## config.mk

```make
export PLATFORM = sky130hd
export DESIGN_NAME = ex_stage
export DESIGN_NICKNAME = d
export VERILOG_FILES = /design/src/rtl/ex_stage.sv
export SDC_FILE = /design/constraint.sdc
export NUM_CORES = 1
export LEC_CHECK = 0
export ABC_CLOCK_PERIOD_IN_PS = 6650
export BUFFER_PORTS_ARGS = -buffer_cell sky130_fd_sc_hd__buf_4
export CAP_MARGIN = 25
export CORE_ASPECT_RATIO = 0.7
export CORE_MARGIN = 2
export CORE_UTILIZATION = 53
export DETAILED_ROUTE_END_ITERATION = 12
export PLACE_DENSITY = 0.76
export REMOVE_ABC_BUFFERS = 1
export SLEW_MARGIN = 5
export SYNTH_ARGS = -nofsm -noshare
export SYNTH_HDL_FRONTEND = slang
export SYNTH_SLANG_ARGS = --single-unit
```

## constraint.sdc

```tcl
create_clock -name clk -period 6.65 [get_ports clk]
set_input_delay 1.33 -clock clk [delete_from_list [all_inputs] [get_ports clk]]
set_output_delay 1.33 -clock clk [all_outputs]
set_load 0.02 [all_outputs]
```

## src/rtl/ex_stage.sv

```systemverilog
// Execute stage: EX pipeline register, ALU, data-SRAM request, iterative
// restoring divider for DIV/DIVU, and the EX->MEM / EX->ID buses.
module ex_stage (
    input  logic         clk,
    input  logic         rst,
    input  logic [5:0]   stall,
    input  logic [158:0] id_to_ex_bus,
    output logic [140:0] ex_to_mem_bus,
    output logic [37:0]  ex_to_id_bus,
    output logic         ex_is_load,
    output logic         stallreq_for_ex,
    output logic         data_sram_en,
    output logic [3:0]   data_sram_wen,
    output logic [31:0]  data_sram_addr,
    output logic [31:0]  data_sram_wdata
);

    localparam logic STOP    = 1'b1;
    localparam logic NO_STOP = 1'b0;

    // alu_op bit positions (one-hot)
    localparam int OP_ADD  = 11;
    localparam int OP_SUB  = 10;
    localparam int OP_SLT  = 9;
    localparam int OP_SLTU = 8;
    localparam int OP_AND  = 7;
    localparam int OP_NOR  = 6;
    localparam int OP_OR   = 5;
    localparam int OP_XOR  = 4;
    localparam int OP_SLL  = 3;
    localparam int OP_SRL  = 2;
    localparam int OP_SRA  = 1;
    localparam int OP_LUI  = 0;

    localparam logic [5:0] FUNC_DIV  = 6'h1A;
    localparam logic [5:0] FUNC_DIVU = 6'h1B;

    typedef struct packed {
        logic [31:0] pc;
        logic [31:0] inst;
        logic [11:0] alu_op;
        logic [2:0]  sel_alu_src1;
        logic [3:0]  sel_alu_src2;
        logic        data_ram_en;
        logic [3:0]  data_ram_wen;
        logic        rf_we;
        logic [4:0]  rf_waddr;
        logic        sel_rf_res;
        logic [31:0] rs_val;
        logic [31:0] rt_val;
    } id_ex_t;

    typedef struct packed {
        logic [31:0] pc;
        logic        data_ram_en;
        logic [3:0]  data_ram_wen;
        logic        sel_rf_res;
        logic        rf_we;
        logic [4:0]  rf_waddr;
        logic [31:0] ex_result;
        logic        hilo_we;
        logic [31:0] hi;
        logic [31:0] lo;
    } ex_mem_t;

    typedef enum logic [1:0] {
        DIV_IDLE = 2'd0,
        DIV_BUSY = 2'd1,
        DIV_DONE = 2'd2
    } div_state_t;

    id_ex_t ex_q;

    // NOTE: sequential state uses non-blocking assignments so every register
    // samples pre-edge values regardless of block ordering.
    always_ff @(posedge clk) begin
        if (!rst) begin
            ex_q <= '0;
        end else if (stall[2] == STOP && stall[3] == NO_STOP) begin
            ex_q <= '0;
        end else if (stall[2] == NO_STOP) begin
            ex_q <= id_to_ex_bus;
        end
    end

    logic ex_holds;
    assign ex_holds = (stall[2] == STOP) && (stall[3] == STOP);

    // Operand selection: one-hot AND-OR, all-zero select gives zero.
    logic [31:0] imm_sext, imm_zext, sa_zext;
    logic [31:0] src1, src2;

    assign imm_sext = {{16{ex_q.inst[15]}}, ex_q.inst[15:0]};
    assign imm_zext = {16'b0, ex_q.inst[15:0]};
    assign sa_zext  = {27'b0, ex_q.inst[10:6]};

    assign src1 = ({32{ex_q.sel_alu_src1[0]}} & ex_q.rs_val)
                | ({32{ex_q.sel_alu_src1[1]}} & ex_q.pc)
                | ({32{ex_q.sel_alu_src1[2]}} & sa_zext);

    assign src2 = ({32{ex_q.sel_alu_src2[0]}} & ex_q.rt_val)
                | ({32{ex_q.sel_alu_src2[1]}} & imm_sext)
                | ({32{ex_q.sel_alu_src2[2]}} & 32'd8)
                | ({32{ex_q.sel_alu_src2[3]}} & imm_zext);

    logic [4:0]  shamt;
    logic [31:0] add_res, sub_res, slt_res, sltu_res, and_res, nor_res;
    logic [31:0] or_res, xor_res, sll_res, srl_res, sra_res, lui_res;
    logic [31:0] alu_result;

    assign shamt    = src1[4:0];
    assign add_res  = src1 + src2;
    assign sub_res  = src1 - src2;
    assign slt_res  = {31'b0, $signed(src1) < $signed(src2)};
    assign sltu_res = {31'b0, src1 < src2};
    assign and_res  = src1 & src2;
    assign nor_res  = ~(src1 | src2);
    assign or_res   = src1 | src2;
    assign xor_res  = src1 ^ src2;
    assign sll_res  = src2 << shamt;
    assign srl_res  = src2 >> shamt;
    assign sra_res  = $unsigned($signed(src2) >>> shamt);
    assign lui_res  = {src2[15:0], 16'b0};

    assign alu_result = ({32{ex_q.alu_op[OP_ADD]}}  & add_res)
                      | ({32{ex_q.alu_op[OP_SUB]}}  & sub_res)
                      | ({32{ex_q.alu_op[OP_SLT]}}  & slt_res)
                      | ({32{ex_q.alu_op[OP_SLTU]}} & sltu_res)
                      | ({32{ex_q.alu_op[OP_AND]}}  & and_res)
                      | ({32{ex_q.alu_op[OP_NOR]}}  & nor_res)
                      | ({32{ex_q.alu_op[OP_OR]}}   & or_res)
                      | ({32{ex_q.alu_op[OP_XOR]}}  & xor_res)
                      | ({32{ex_q.alu_op[OP_SLL]}}  & sll_res)
                      | ({32{ex_q.alu_op[OP_SRL]}}  & srl_res)
                      | ({32{ex_q.alu_op[OP_SRA]}}  & sra_res)
                      | ({32{ex_q.alu_op[OP_LUI]}}  & lui_res);

    // Divider decode and operand magnitudes
    logic        is_div, is_divu, div_req;
    logic [31:0] rs_abs, rt_abs;

    assign is_div  = (ex_q.inst[31:26] == 6'd0) && (ex_q.inst[5:0] == FUNC_DIV);
    assign is_divu = (ex_q.inst[31:26] == 6'd0) && (ex_q.inst[5:0] == FUNC_DIVU);
    assign div_req = is_div || is_divu;
    assign rs_abs  = (is_div && ex_q.rs_val[31]) ? (32'd0 - ex_q.rs_val) : ex_q.rs_val;
    assign rt_abs  = (is_div && ex_q.rt_val[31]) ? (32'd0 - ex_q.rt_val) : ex_q.rt_val;

    div_state_t  div_state;
    logic [4:0]  div_cnt;
    logic [31:0] quo_q, rem_q, dsor_q;
    logic        quo_neg_q, rem_neg_q, dsor_zero_q;

    // One restoring step: shift the next dividend bit into the partial remainder.
    logic [32:0] rem_shift, rem_sub;
    logic        rem_ge;

    assign rem_shift = {rem_q, quo_q[31]};
    assign rem_sub   = rem_shift - {1'b0, dsor_q};
    assign rem_ge    = rem_shift >= {1'b0, dsor_q};

    always_ff @(posedge clk) begin
        if (!rst) begin
            div_state   <= DIV_IDLE;
            div_cnt     <= 5'd0;
            quo_q       <= 32'd0;
            rem_q       <= 32'd0;
            dsor_q      <= 32'd0;
            quo_neg_q   <= 1'b0;
            rem_neg_q   <= 1'b0;
            dsor_zero_q <= 1'b0;
        end else begin
            case (div_state)
                DIV_IDLE: begin
                    if (div_req) begin
                        div_state   <= DIV_BUSY;
                        div_cnt     <= 5'd0;
                        quo_q       <= rs_abs;
                        rem_q       <= 32'd0;
                        dsor_q      <= rt_abs;
                        quo_neg_q   <= is_div && (ex_q.rs_val[31] ^ ex_q.rt_val[31]);
                        rem_neg_q   <= is_div && ex_q.rs_val[31];
                        dsor_zero_q <= (ex_q.rt_val == 32'd0);
                    end
                end
                DIV_BUSY: begin
                    quo_q   <= {quo_q[30:0], rem_ge};
                    rem_q   <= rem_ge ? rem_sub[31:0] : rem_shift[31:0];
                    div_cnt <= div_cnt + 5'd1;
                    if (div_cnt == 5'd31) begin
                        div_state <= DIV_DONE;
                    end
                end
                DIV_DONE: begin
                    // The div leaves EX on either a capture or a bubble.
                    if (!ex_holds) begin
                        div_state <= DIV_IDLE;
                    end
                end
                default: div_state <= DIV_IDLE;
            endcase
        end
    end

    logic        hilo_we;
    logic [31:0] quo_signed, rem_signed;

    assign hilo_we    = (div_state == DIV_DONE);
    assign quo_signed = quo_neg_q ? (32'd0 - quo_q) : quo_q;
    assign rem_signed = rem_neg_q ? (32'd0 - rem_q) : rem_q;

    assign stallreq_for_ex = ((div_state == DIV_IDLE) && div_req) || (div_state == DIV_BUSY);

    ex_mem_t mem_bus;

    always_comb begin
        mem_bus              = '0;
        mem_bus.pc           = ex_q.pc;
        mem_bus.data_ram_en  = ex_q.data_ram_en;
        mem_bus.data_ram_wen = ex_q.data_ram_wen;
        mem_bus.sel_rf_res   = ex_q.sel_rf_res;
        mem_bus.rf_we        = ex_q.rf_we;
        mem_bus.rf_waddr     = ex_q.rf_waddr;
        mem_bus.ex_result    = alu_result;
        mem_bus.hilo_we      = hilo_we;
        if (hilo_we) begin
            mem_bus.hi = rem_signed;
            mem_bus.lo = dsor_zero_q ? 32'hFFFF_FFFF : quo_signed;
        end
    end

    assign ex_to_mem_bus   = mem_bus;
    assign ex_to_id_bus    = {ex_q.rf_we, ex_q.rf_waddr, alu_result};
    assign ex_is_load      = ex_q.data_ram_en && (ex_q.data_ram_wen == 4'd0);
    assign data_sram_en    = ex_q.data_ram_en;
    assign data_sram_wen   = ex_q.data_ram_en ? ex_q.data_ram_wen : 4'd0;
    assign data_sram_addr  = alu_result;
    assign data_sram_wdata = ex_q.rt_val;

    logic unused_bits;
    assign unused_bits = ^{ex_q.inst[25:16], stall[5:4], stall[1:0], rem_sub[32]};

endmodule

```

-- After elaboration in Yosys (flattened, before gate mapping)
Index checks and enable logic that the tools add are counted.
- mux-type cells: 18
- equal/unequal tests: 8
- shifts and indexed selects: 3
- bitwise logic cells: 41
- order comparisons: 3
- reduce and logical (&&, ||, !) cells: 20
- add/subtract/negate cells: 8
- operator list (cell ; count):
    $or 32x32->32 ; 16
    $and 32x32->32 ; 15
    $mux 32 ; 8
    $pmux 32 s2 ; 2
    $sub 1x32->32 const A ; 4
    $and 32x1->32 ; 2
    $lt 32x32->1 ; 2
    $mux 64 ; 1
    $sub 32x32->32 ; 2
    $ge 33x32->1 ; 1
    $add 32x32->32 ; 1
    $and 32x16->32 ; 1
    $and 32x5->32 ; 1
    $logic_not 32->1 ; 1
    $not 32->32 ; 1
    $or 32x4->32 ; 1
    $shl 32x5->32 ; 1
    $shr 32x5->32 ; 1
    $sshr 32x5->32 ; 1
    $xor 32x32->32 ; 1
    $eq 6x5->1 const B ; 2
    $pmux 5 s2 ; 1
    $logic_and 1x1->1 ; 9
    $logic_not 6->1 ; 1
    other kinds (18) ; 25
- bits in registers: 265
- output and inout bits: 250

-- Depth between registers and ports, before layout
- depth after elaboration: 17
- mapped depth: 20

-- Worst setup path before layout
No wires, ideal clock.
- kind: register to output
- start: register ex_q[81] in the netlist's numbering
- end: output port ex_to_id_bus[0]
- setup slack: 0.352 ns
- cell stages (with the launch flop): 20
- buffers on the path: 6
- arrival time: 4.968 ns
- cell sequence: dfxtp_1 -> clkbuf_1 -> a222oi_1 -> buf_2 -> buf_2 -> clkbuf_1 -> buf_1 -> ha_1 -> inv_1 -> fa_1 -> nand2b_1 -> a221oi_1 -> o32ai_1 -> nor3b_1 -> o21ai_0 -> a21oi_1 -> o32ai_1 -> nor4_1 -> o21ai_0 -> buf_4
- cells in the longest elaborated chain, start to end: 16
- ends and longest elaborated chain (element ; line ; text):
    from (decl) ; 72 ; id_ex_t ex_q;
    from (signal assigned) ; 82 ; ex_q <= id_to_ex_bus;
    $and 32x32->32 (*) ; 98 ; | ({32{ex_q.sel_alu_src1[1]}} & ex_q.pc)
    $or 32x32->32 (*) ; 98 ;
    $or 32x32->32 (*) ; 99 ; | ({32{ex_q.sel_alu_src1[2]}} & sa_zext);
    $add 32x32->32 or $sub 32x32->32 (tied branches) ; 112, 113 ;
    $and 32x32->32 (on tied branches) ; 125, 126 ;
    $or 32x32->32 ; 126 ; | ({32{ex_q.alu_op[OP_SUB]}} & sub_res)
    $or 32x32->32 ; 127 ; | ({32{ex_q.alu_op[OP_SLT]}} & slt_res)
    $or 32x32->32 ; 128 ; | ({32{ex_q.alu_op[OP_SLTU]}} & sltu_res)
    $or 32x32->32 ; 129 ; | ({32{ex_q.alu_op[OP_AND]}} & and_res)
    $or 32x32->32 ; 130 ; | ({32{ex_q.alu_op[OP_NOR]}} & nor_res)
    $or 32x32->32 ; 131 ; | ({32{ex_q.alu_op[OP_OR]}} & or_res)
    $or 32x32->32 ; 132 ; | ({32{ex_q.alu_op[OP_XOR]}} & xor_res)
    $or 32x32->32 ; 133 ; | ({32{ex_q.alu_op[OP_SLL]}} & sll_res)
    $or 32x32->32 ; 134 ; | ({32{ex_q.alu_op[OP_SRL]}} & srl_res)
    $or 32x32->32 (*) ; 135 ; | ({32{ex_q.alu_op[OP_SRA]}} & sra_res)
    $or 32x32->32 (*) ; 136 ; | ({32{ex_q.alu_op[OP_LUI]}} & lui_res);
    to (decl) ; 9 ; output logic [37:0] ex_to_id_bus,
Every way passes the cells marked *; elsewhere a longest branch is shown, timed or not.

-- Final worst setup path
- start: register ex_q[110] in the netlist's numbering
- end: output port ex_to_mem_bus[94]
- cells in the longest elaborated chain, start to end: 17
- ends and longest elaborated chain (element ; line ; text):
    $and 32x32->32 ; 102 ; | ({32{ex_q.sel_alu_src2[1]}} & imm_sext)
    $or 32x32->32 ; 102 ;
    $or 32x4->32 ; 103 ; | ({32{ex_q.sel_alu_src2[2]}} & 32'd8)
    $or 32x32->32 (*) ; 104 ; | ({32{ex_q.sel_alu_src2[3]}} & imm_zext);
    $add 32x32->32 or $sub 32x32->32 (tied branches) ; 112, 113 ;
    $and 32x32->32 (on tied branches) ; 125, 126 ;
    $or 32x32->32 ; 126 ;
    $or 32x32->32 ; 127 ;
    $or 32x32->32 ; 128 ;
    $or 32x32->32 ; 129 ;
    $or 32x32->32 ; 130 ;
    $or 32x32->32 ; 131 ;
    $or 32x32->32 ; 132 ;
    $or 32x32->32 ; 133 ;
    $or 32x32->32 ; 134 ;
    $or 32x32->32 (*) ; 135 ;
    $or 32x32->32 (*) ; 136 ;
    to (decl) ; 8 ; output logic [140:0] ex_to_mem_bus,
Marks and branches as above.

==> flow_summary.ini <==
[floorplan]
core_area_um2 = 46240
die_w_um = 262.3
start_util = 0.5351
io_pins = 417
rows = 66
dieArea_um2 = 48460
chipHeight_um = 184.8

[global_route]
antenna_found_initial = 4
grt_pass1_vias = 23200
grt_util_met3 = 0.1272
top_usage_layer = met1
grt_max_degree = 74
grt.total_usage = 0.4087
grt-ovfl-total = 0
gr-usage-met1 = 0.6030
grt_pass1_wl_mm = 152.4
grt.met2_usage = 0.5681

[yosys]
ys.flop_type = dfxtp_1
avgSynthCellArea_um2 = 7.264
synth_cell_types = 79
ys.warnings.count = 0
async_flop_share = 0
netlist_area_um2 = 24750
synth_seq_area_share = 0.2063
synthCells = 3407
ys_ff_latch = 255
synth_edf_count = 0

[routing]
wl_mm = 104.4
antenna_left = 0
vias = 26950
dr.pass1.iters = 7
vias_per_cell = 6.426
drc = 0
drt_iter0_drc = 3932
wire_per_inst_um = 24.90

[cells_and_area]
fillers = 4372
multiInputGateArea_um2 = 17240
layout_common_cells = buf_4, nor2_1, nand2_1
layout.cells.non_filler = 4194
seq_area_um2 = 5107
areaGrowthSynthToFinish_pct = 14.73
nets = 3844
layout_commonest_cell = buf_4
fin_area_um2 = 28390
drive_gt1_frac = 0.1756

[status]
outcome = finished clean

[timing]
rsz0062_at_grt = no
relSlewSlack = 0.3873
fin_crit_ns = 6.493
skew_ns = 0.01613
fmax_mhz = 154.0
final_hold_viol_count = 0
setup_slack_ns = 0.1572
finalMaxSlewViolations = 0
finalCritPeriodShare = 0.9764
setup_viol = 0
worst_pin_slew_ns = 0.9148
timing.hold.ws_ns = 0.4720

[clock_tree]
htreeDepth = 1
cts_tree = yes
cts_sinks = 255
numCtsBuffers = 28
worst_skew_pair.late_latency_ns = 0.59
path_clk_slew_ns = 0.07
cts_root_buf = clkbuf_16
cts_setup_buffers = 0
clockBufferDepth = 3

[run]
maxCapViolations = 0

[placement]
hpwl_mm = 80.71
dpl.cell_count = 4138
preCtsSetupSlack_ns = 0.4335
gp_routability_congestion = 1.080
portBuffers = 402
dpl_cell_area_um2 = 27360

[setup_path]
rr_startpoint = rem_q[0]$_SDFFE_PN0P_
arrival_ns = 5.16
crit_path_start = ex_q[110]$_SDFFE_PP0N_
crit_type = reg -> out
worstPathRequired_ns = 5.32
reg2reg_slack_ns = 2.63
reg2regPathDepth = 12
endpoint_kind = primary output
crit_path_max_fanout = 12
r2r-end = rem_q[21]$_SDFFE_PN0P_
start_kind = flip-flop
endpoint = ex_to_mem_bus[94]

[power]
p_leak_nw = 12.63
ir_drop_mv = 0.2104
power.density_nw_per_um2 = 163.9

[min_path]
hp-start = dsor_q[0]$_SDFFE_PN0P_
hold_path_class = reg -> reg
## cell usage after synthesis, drive strengths merged (18+ instances only)
master | instances | share of area
clkbuf | 189 | 0.029
nor2 | 463 | 0.070
o31ai | 35 | 0.011
o21ai | 242 | 0.049
o22ai | 19 | 0.0048
a31oi | 18 | 0.0046
a22o | 33 | 0.012
buf | 191 | 0.052
dfxtp | 255 | 0.21
a221oi | 35 | 0.012
inv | 136 | 0.021
nand3 | 64 | 0.013
xor2 | 84 | 0.030
o211a | 32 | 0.013
o41ai | 18 | 0.0064
nor4 | 22 | 0.0058
nand2b | 30 | 0.0076
mux2i | 236 | 0.095
or3 | 26 | 0.0066
xnor2 | 89 | 0.031
o211ai | 35 | 0.011
nor2b | 25 | 0.0063
nand2 | 315 | 0.048
or4 | 18 | 0.0059
nor3 | 38 | 0.0077
o221ai | 19 | 0.0067
a211oi | 32 | 0.0099
a21o | 41 | 0.012
and2 | 43 | 0.011
mux2 | 35 | 0.016
a21oi | 212 | 0.043
ha | 115 | 0.058
nand4 | 18 | 0.0046
a22oi | 57 | 0.017
## routing by layer
layer,routed length (um),vias to the layer above,part of all wire
li1,-,12330,-
met1,46010,12660,0.44
met2,40860,1772,0.39
met3,14440,189,0.14
met4,3101,6,0.030
met5,35,-,0.00034
## worst min path at each step
stage | endpoint | slack [ns] | cells after the start
detailed placement | dsor_q[0]$_SDFFE_PN0P_ | 0.47 | 2
CTS | dsor_q[0]$_SDFFE_PN0P_ | 0.47 | 2
floorplan | dsor_q[0]$_SDFFE_PN0P_ | 0.45 | 2
global placement | dsor_q[0]$_SDFFE_PN0P_ | 0.46 | 2
finish | dsor_q[0]$_SDFFE_PN0P_ | 0.47 | 2
global route | dsor_q[0]$_SDFFE_PN0P_ | 0.51 | 2
## stage by stage
step / util / setup TNS [ns] / total power, W
floorplan: - / -425.67 / 0.002404
global placement: 0.5910 / 0 / 0.003004
finish: 0.6140 / 0 / 0.004655
CTS: 0.6122 / 0 / 0.004615
global route: 0.6139 / 0 / 0.004795
detailed placement: 0.5916 / 0 / 0.003005
## registers in the layout, indices dropped and copies added, names as in the netlist, 2 cells and up
signal           cells
rem_q               32
div_cnt              5
ex_to_id_bus         6
ex_q                73
ex_to_mem_bus       37
data_sram_wdata     32
dsor_q              32
div_state            2
quo_q               32
## area by class of cell
| cell class | instances | area share |
|---|---|---|
| multi-input combinational | 2635 | 0.6073 |
| sequential | 255 | 0.1799 |
| timing repair buffer | 502 | 0.1344 |
| clock buffer | 36 | 0.02750 |
| tap | 612 | 0.02697 |
| inverter | 137 | 0.01811 |
| clock inverter | 16 | 0.005773 |
| antenna | 1 | 0.00008813 |
## cells by family after synthesis
| group | after synthesis | synth area share |
|---|---|---|
| xor+xnor | 173 | 0.06123 |
| simple gates | 1112 | 0.2003 |
| mux | 271 | 0.1114 |
| buf+inv | 517 | 0.1011 |
| fa+ha+maj | 118 | 0.06057 |
| compound gates | 961 | 0.2592 |
| flops | 255 | 0.2063 |
## timing repair
item                                    4_1_cts  5_1_grt
hold buffers                                  0        0
endpoints found under the setup margin       12       24
resized for setup                             4       11
## critical path, stage by stage (launching register included)
cell      delay, ns
dfxtp_1        0.64
nand2_1        0.45
nand2_1        0.54
inv_1          0.13
ha_1           0.23
mux2_2         0.27
a221oi_1       0.29
o221ai_1       0.32
a311oi_1       0.53
o311a_1        0.34
o221ai_1       0.22
or3_1          0.43
buf_4          0.19
## power by group
part           leakage, nW  switching (W)  internal [W]  total [W]
clock network        0.461       0.000712      0.000914    0.00163
logic                 10.1       0.000851      0.000529    0.00138
registers             2.08      0.0000758       0.00157    0.00165
(Power assumes the default switching activity.)
